[src/rtl/timer_intr_collector.sv]
// timer_intr_collector: captures rising edges of the timer's intr line,
// timestamps each against a free-running tick counter and queues the
// timestamps in a small FIFO. Software drains the FIFO over the shared
// addr/rw/din register bus.
//
// Ports:
//   clk, rst_n      clock, asynchronous active-low reset
//   addr, rw, din   register bus (rw = 1 write, rw = 0 read)
//   intr            event input from the countdown timer
//   dout            registered read data, 0 when no read was issued
//   irq             level interrupt: enabled and FIFO non-empty
//   ovf             sticky overflow (event dropped while FIFO full)
//
// DEPTH must be a power of two and at least 2.
module timer_intr_collector #(
    parameter int unsigned DEPTH = 4,
    parameter int unsigned TS_W  = 8
) (
    input  logic       clk,
    input  logic       rst_n,
    input  logic [7:0] addr,
    input  logic       rw,
    input  logic [7:0] din,
    input  logic       intr,
    output logic [7:0] dout,
    output logic       irq,
    output logic       ovf
);

    localparam int unsigned AW = (DEPTH > 1) ? $clog2(DEPTH) : 1;
    localparam int unsigned PW = AW + 1;
    localparam int unsigned EW = 8;

    localparam logic [7:0] ADDR_CTRL  = 8'h10;
    localparam logic [7:0] ADDR_CMD   = 8'h14;
    localparam logic [7:0] ADDR_HEAD  = 8'h18;
    localparam logic [7:0] ADDR_STAT  = 8'h1C;
    localparam logic [7:0] ADDR_EVCNT = 8'h20;

    logic            en_q, en_d;
    logic            tick_en_q, tick_en_d;
    logic [TS_W-1:0] tick_q, tick_d;
    logic [EW-1:0]   evcnt_q, evcnt_d;
    logic [PW-1:0]   wptr_q, wptr_d;
    logic [PW-1:0]   rptr_q, rptr_d;
    logic            intr_q;
    logic            ovf_q, ovf_d;
    logic [TS_W-1:0] mem_q [DEPTH];
    logic [7:0]      dout_q, dout_d;
    logic            irq_q, irq_d;

    logic            evt;
    logic            wr_ctrl, wr_evcnt, pop_req, clr_req;
    logic            empty, full;
    logic            do_pop, do_push, drop;
    logic [PW-1:0]   occ;
    logic [TS_W-1:0] head;
    logic [7:0]      rdata;

    // only din[1:0] carry meaning for any register
    logic unused_din;
    assign unused_din = ^din[7:2];

    // event detect, FIFO control, register decode and next-state
    always_comb begin
        evt       = intr & ~intr_q;
        wr_ctrl   = rw & (addr == ADDR_CTRL);
        wr_evcnt  = rw & (addr == ADDR_EVCNT);
        pop_req   = rw & (addr == ADDR_CMD) & din[0];
        clr_req   = rw & (addr == ADDR_CMD) & din[1];

        occ       = wptr_q - rptr_q;
        empty     = (wptr_q == rptr_q);
        full      = (wptr_q[AW] != rptr_q[AW]) && (wptr_q[AW-1:0] == rptr_q[AW-1:0]);

        // a pop in the same cycle frees a slot, so a full FIFO can still accept
        do_pop    = pop_req & ~empty;
        do_push   = evt & (~full | do_pop);
        drop      = evt & full & ~do_pop;

        en_d      = en_q;
        tick_en_d = tick_en_q;
        if (wr_ctrl) begin
            en_d      = din[0];
            tick_en_d = din[1];
        end

        tick_d = tick_en_q ? (tick_q + TS_W'(1)) : tick_q;

        wptr_d = do_push ? (wptr_q + PW'(1)) : wptr_q;
        rptr_d = do_pop  ? (rptr_q + PW'(1)) : rptr_q;

        // set beats clear
        ovf_d = ovf_q;
        if (clr_req) ovf_d = 1'b0;
        if (drop)    ovf_d = 1'b1;

        // clear first, then count, so clear + event leaves 1
        evcnt_d = wr_evcnt ? '0 : evcnt_q;
        if (evt && (evcnt_d != '1)) evcnt_d = evcnt_d + EW'(1);

        head  = empty ? '0 : mem_q[rptr_q[AW-1:0]];

        rdata = 8'h00;
        case (addr)
            ADDR_CTRL:  rdata = {6'd0, tick_en_q, en_q};
            ADDR_HEAD:  rdata = 8'(head);
            ADDR_STAT:  rdata = {evcnt_q[3:0], ovf_q, 3'(occ)};
            ADDR_EVCNT: rdata = 8'(evcnt_q);
            default:    rdata = 8'h00;
        endcase
        dout_d = rw ? 8'h00 : rdata;

        irq_d  = en_d & (wptr_d != rptr_d);
    end

    // state registers
    always_ff @(posedge clk or negedge rst_n) begin
        if (!rst_n) begin
            en_q      <= 1'b0;
            tick_en_q <= 1'b0;
            tick_q    <= '0;
            evcnt_q   <= '0;
            wptr_q    <= '0;
            rptr_q    <= '0;
            intr_q    <= 1'b0;
            ovf_q     <= 1'b0;
            dout_q    <= 8'h00;
            irq_q     <= 1'b0;
            for (int unsigned i = 0; i < DEPTH; i++) begin
                mem_q[i] <= '0;
            end
        end else begin
            en_q      <= en_d;
            tick_en_q <= tick_en_d;
            tick_q    <= tick_d;
            evcnt_q   <= evcnt_d;
            wptr_q    <= wptr_d;
            rptr_q    <= rptr_d;
            intr_q    <= intr;
            ovf_q     <= ovf_d;
            dout_q    <= dout_d;
            irq_q     <= irq_d;
            // timestamp is the tick value before this cycle's increment
            if (do_push) begin
                mem_q[wptr_q[AW-1:0]] <= tick_q;
            end
        end
    end

    assign dout = dout_q;
    assign irq  = irq_q;
    assign ovf  = ovf_q;

endmodule

[config.mk]
export PLATFORM = sky130hd
export DESIGN_NAME = timer_intr_collector
export DESIGN_NICKNAME = d
export VERILOG_FILES = /design/src/rtl/timer_intr_collector.sv
export SDC_FILE = /design/constraint.sdc
export NUM_CORES = 1
export LEC_CHECK = 0
export ABC_AREA = 1
export ABC_CLOCK_PERIOD_IN_PS = 2900
export BUFFER_PORTS_ARGS = -buffer_cell sky130_fd_sc_hd__buf_2
export CAP_MARGIN = 5
export CELL_PAD_IN_SITES_DETAIL_PLACEMENT = 2
export CELL_PAD_IN_SITES_GLOBAL_PLACEMENT = 2
export CORE_MARGIN = 2
export CORE_UTILIZATION = 37
export CTS_CLUSTER_SIZE = 40
export DETAILED_ROUTE_END_ITERATION = 10
export HOLD_SLACK_MARGIN = 0.1
export PLACE_DENSITY = 0.89
export SYNTH_ARGS = -nofsm -noshare
export SYNTH_HDL_FRONTEND = slang
export SYNTH_SLANG_ARGS = --single-unit
[constraint.sdc]
create_clock -name clk -period 2.9 [get_ports clk]
set_input_delay 0.29 -clock clk [delete_from_list [all_inputs] [get_ports clk]]
set_output_delay 0.29 -clock clk [all_outputs]
set_load 0.03 [all_outputs]
-- After elaboration in Yosys (flattened, before gate mapping)
Index checks and enable logic that the tools add are counted.
- bits in registers: 67
- input bits: 20
- output and inout port bits: 10
- logic and storage cells: 70
- $add $sub $neg: 5
- magnitude comparators: 3
- equal/unequal tests: 10
- muxes and demuxes: 16
- bitwise logic cells: 18
- reduce and logical (&&, ||, !) cells: 4
- operators by type and width (cell ; number):
    $mux W8 ; 7
    $bwmux W32 ; 1
    $eq A8 B5 Y1 const B ; 4
    $pmux W8 S4 ; 1
    $add A8 B1 Y8 const B ; 2
    $bmux W8 S2 ; 1
    $demux W8 S2 ; 1
    $and A1 B1 Y1 ; 11
    $eq A8 B6 Y1 const B ; 1
    $ne A8 B8 Y1 const B ; 1
    $add A3 B1 Y3 const B ; 2
    $ge A3 B3 Y1 const B ; 2
    $mux W3 ; 2
    $not A2 Y3 ; 2
    $not A1 Y1 ; 4
    $eq A3 B3 Y1 ; 1
    $logic_and A1 B1 Y1 ; 3
    $lt A3 B1 Y1 const B ; 1
    $mux W1 ; 3
    $ne A3 B3 Y1 ; 1
    $sub A3 B3 Y3 ; 1
    $eq A2 B2 Y1 ; 1
    $reduce_bool A2 Y1 ; 1
    $ne A1 B1 Y1 ; 1
    $or A1 B1 Y1 ; 1

-- Longest topological paths before layout
- depth after elaboration: 9
- gate-level depth with buffers: 16
- gate-level depth less buffers: 15

-- Worst setup path before layout
No wires, ideal clock.
- kind: register to register
- start: register rptr_q[1]
- end: register mem_q[0] in the netlist's numbering
- setup time: 0.125 ns
- data arrival time: 2.205 ns
- data required time: 2.775 ns
- slack: 0.569 ns
- stages on the path, launching flop included: 12
- buffers on the path: 1
- clock period less this slack: 2.331 ns
- cells stage by stage: dfrtp_1 > buf_2 > clkinv_1 > ha_1 > nand2_1 > inv_1 > a21oi_4 > nand2_4 > nand2_4 > nand2_8 > nor2_8 > mux2_4
- longest elaborated chain between the ends: 5
- elaborated cells between the ends (all ways): 8
- those cells by class: eq/ne (2); bitwise (5); reduce/logical (1)
- ends and longest elaborated chain (item ; line ; source):
    from (decl) ; 45 ; logic [PW-1:0] rptr_q, rptr_d;
    from (signal assigned) ; 139 ; rptr_q <= rptr_d;
    $eq A3 B3 Y1 or $eq A2 B2 Y1 (tied branches) ; 73, 74 ;
    $not A1 Y1 or $logic_and A1 B1 Y1 (tied branches) ; 77, 74 ;
    $and A1 B1 Y1 or $not A1 Y1 (tied branches) ; 77, 78 ;
    $or A1 B1 Y1 * ; 78 ; do_push = evt & (~full | do_pop);
    $and A1 B1 Y1 * ; 78 ;
    to (signal, indexed assignment) ; 146 ; mem_q[wptr_q[AW-1:0]] <= tick_q;
    to (decl) ; 48 ; logic [TS_W-1:0] mem_q [DEPTH];
Every way passes the cells marked *; elsewhere a longest branch is shown, timed or not.
A chain may end at the register's enable or synchronous reset.

-- Worst setup path in the final report
- start: register wptr_q[0]
- end: register mem_q[7] in the netlist's numbering
- longest elaborated chain between the ends: 6
- elaborated cells between the ends (all ways): 15
- those cells by class: order compare (2); eq/ne (2); mux (3); bitwise (6); reduce/logical (2)
- ends and longest elaborated chain (item ; line ; source):
    from (decl) ; 44 ; logic [PW-1:0] wptr_q, wptr_d;
    from (signal assigned) ; 138 ; wptr_q <= wptr_d;
    $not A2 Y3 (not written as such) ; 146 ;
    $ge A3 B3 Y1 (not written as such) or $lt A3 B1 Y1 (tied branches) ; 146 ;
    $logic_and A1 B1 Y1 (not written as such) ; 146 ;
    $mux W8 (not written as such) ; 146 ;
    $demux W8 S2 ; 146 ;
    $bwmux W32 ; 146 ;
Several ways; a longest one is shown, not always the timed one.

==> run_results.csv <==
group,metric,value,unit
layout,diodes,0,
power,power.density,707,nW/µm²
sta,hold_viol_final,0,
sta,worstMarginPinSlew,0.790,ns
sta,skew,0.0142,ns
clock_tree,htree_levels,3,
critical_path,start_kind,"flip-flop",
sta,final-setup-viol-count,0,
critical_path,worstPathMaxFanout,10,
logic_synthesis,ys_seq_area_frac,0.456,
floorplanning,dieArea,10800,µm²
logic_synthesis,yosysWarningCount,0,
clock_tree,cts_buffer_depth,2,
outcome,status,"finished, final reports clean",
layout,nets,474,
floorplanning,rows,36,
sta,slew_headroom,0.473,
route,vias_per_cell,5.13,
critical_path,cp-end-kind,"flip-flop",
sta,clock.fmax,0.401,GHz
placed_design,dpl.hpwl,8400,µm
route,ant_nets,0,
global_route,grt_usage,0.238,
min_path,hp-class,"input port to flip-flop",
global_route,grt_pass1_vias,3414,
route,drt_iter0_drc,132,
power,ir_drop,0.219,mV
logic_synthesis,synth_area_per_cell,8.90,µm²
sta,finalCritPeriodShare,0.860,
route,post_drt_wl_per_cell,20.4,µm
critical_path,critPathSlowestCell,"dfrtp_1",
layout,fillers,1110,
global_route,grt_overflow,0,
critical_path,worst_ep_arrival_time,2.75,ns
placed_design,place_ws,0.478,ns
logic_synthesis,ys_ff_latch,67,
flow_run,cap_violations,0,
global_route,antenna_found_initial,0,
clock_tree,cts_buffers,9,
clock_tree,clock_latency,0.37,ns
logic_synthesis,synth_area,3680,µm²
route,first_pass_iters,4,
global_route,grt_max_degree,36,
logic_synthesis,syn_inst,413,
critical_path,critical_path_class,"flip-flop to flip-flop",
critical_path,cp_cell_sequence,"inv_1, ha_1, nand2_1, inv_1, a21oi_4, nand2_4, nand2_4, nand2_8, nor2_8, mux2_4",
route,drc_errors,0,
clock_tree,cts_setup_buffers,0,
global_route,grt_pass1_wl,19500,µm
placed_design,io_buffer_count,23,
clock_tree,clk_pin_slew_worst_paths,0.08,ns
floorplanning,start_util,0.378,
sta,fin_ws,0.407,ns
floorplanning,ios,30,
critical_path,max_stage_delay,0.43,ns
sta,drv_slew,0,
logic_synthesis,syn_nets,443,
clock_tree,cts-root-buf,"clkbuf_8",
critical_path,cp.required,3.15,ns
floorplanning,die_width,104,µm
placed_design,gp_congestion,0.770,
sta,period_minus_slack,2.49,ns
clock_tree,cts_tree,"done",
clock_tree,hold_buffers,2,
layout,drive_gt1_frac,0.180,
route,vias,2984,
floorplanning,die-height,104,µm
clock_tree,cts-resized-gates,0,
route,totalWireLength,11900,µm
sta,fin_setup_tns,0,ns
sta,rsz0062_at_grt,"no",
power,leakagePower,2.01,nW
floorplanning,coreArea,9730,µm²
clock_tree,clkSinkCount,67,
logic_synthesis,ys_types,36,
power,totalPowerFinal,0.00292,W
layout,syn2layout_area_growth,12.5,%
-- final timing paths --
check | startpoint | endpoint | slack (ns) | depth (start not counted)
worst max-delay path | wptr_q[0] | mem_q[7] | 0.41 | 10
worst min-delay path | din[1] | tick_en_q | 0.19 | 3
worst max register to register | wptr_q[0] | mem_q[7] | 0.41 | 10
worst min register to register | mem_q[1] | mem_q[1] | 0.49 | 1
max in group asynchronous | rst_n | en_q | 1.68 | 3
min in group asynchronous | rst_n | mem_q[9] | 0.54 | 2
-- layout make-up --
| type | count | area, µm² | share of cell area |
|---|---|---|---|
| Inverter | 58 | 218 | 0.0526 |
| Clock buffer | 10 | 128 | 0.0309 |
| Clock inverter | 6 | 41.3 | 0.00998 |
| Multi-Input combinational cell | 279 | 1730 | 0.418 |
| Tap cell | 133 | 166 | 0.0402 |
| Sequential cell | 67 | 1680 | 0.405 |
| Timing Repair Buffer | 29 | 178 | 0.0430 |
-- stage by stage --
stage,std cells,utilization,hold slack (ns),area [µm²]
after floorplan,413,-,-0.00559,3680
after global placement,564,0.406,0.411,3950
after detailed placement,564,0.406,0.415,3950
after CTS,582,0.425,0.185,4140
after global routing,582,0.425,0.231,4140
final,582,0.425,0.189,4140
-- where the power goes --
| part | leakage, nW | switching [W] | internal [W] | total [W] |
|---|---|---|---|---|
| registers | 0.882 | 0.000162 | 0.00114 | 0.00130 |
| logic | 1.04 | 0.000588 | 0.000294 | 0.000882 |
| clock network | 0.0787 | 0.000431 | 0.000310 | 0.000741 |
| total | 2.01 | 0.00118 | 0.00174 | 0.00292 |
-- sequential cells by signal, summed over array words and instances, names as in the netlist --
signal	count
dout	8
ovf	1
rptr_q	3
intr_q	1
mem_q	32
tick_en_q	1
wptr_q	3
irq	1
tick_q	8
en_q	1
evcnt_q	8
-- worst max-delay path: cells and delay by family (launching register included) --
kind,cells,cell delay (ns)
muxes,1,0.34
and+or+nand+nor,5,0.77
AOI/OAI and AO/OA,1,0.22
adders and majority gates,1,0.36
buffers and inverters,2,0.25
DFF,1,0.43
-- cells in the final DEF (no fill, tap or decap), drive strengths merged --
cell	count
nand3	22
xnor2	4
clkinv	4
o21ai	37
o21a	4
ha	9
dlygate4sd3	2
clkbuf	10
and2	1
o22ai	1
nand2	100
a221oi	6
nand4	6
fa	1
buf	27
inv	57
mux2	12
xor2	11
o31ai	1
nor3	5
nor2	31
dfrtp	67
a21oi	26
a211oi	2
clkinvlp	3
-- cells in the mapped netlist, drive strengths merged --
master / instances / area share
and2: 1 / 0.0024
inv: 56 / 0.057
clkbuf: 4 / 0.0041
xnor2: 4 / 0.0095
xor2: 11 / 0.026
nor3: 5 / 0.011
a211oi: 2 / 0.0041
fa: 1 / 0.0054
ha: 9 / 0.031
nand3: 22 / 0.033
mux2: 12 / 0.049
o21ai: 37 / 0.050
a221oi: 6 / 0.014
o21a: 4 / 0.0082
a21oi: 26 / 0.042
dfrtp: 67 / 0.46
nand4: 6 / 0.010
buf: 5 / 0.011
o22ai: 1 / 0.0017
clkinv: 2 / 0.0020
nand2: 100 / 0.12
o31ai: 1 / 0.0020
nor2: 31 / 0.055
-- layer usage --
| metal | share of wire | track usage | vias up |
|---|---|---|---|
| met5 | 0 | 0 | - |
| met3 | 0.023 | 0.0302 | 19 |
| met4 | 0.021 | 0.0975 | 0 |
| li1 | - | - | 1397 |
| met1 | 0.41 | 0.283 | 1519 |
| met2 | 0.54 | 0.434 | 49 |
-- cells by family (layout without fill, tap and decap cells) --
family / Yosys count / after routing / synth area share
fa+ha+maj: 10 / 10 / 0.0361
simple gates: 165 / 165 / 0.227
xor+xnor: 15 / 15 / 0.0357
mux: 12 / 12 / 0.0490
flops: 67 / 67 / 0.456
compound gates: 77 / 77 / 0.122
buf+inv: 67 / 103 / 0.0742
(Power assumes the default switching activity.)
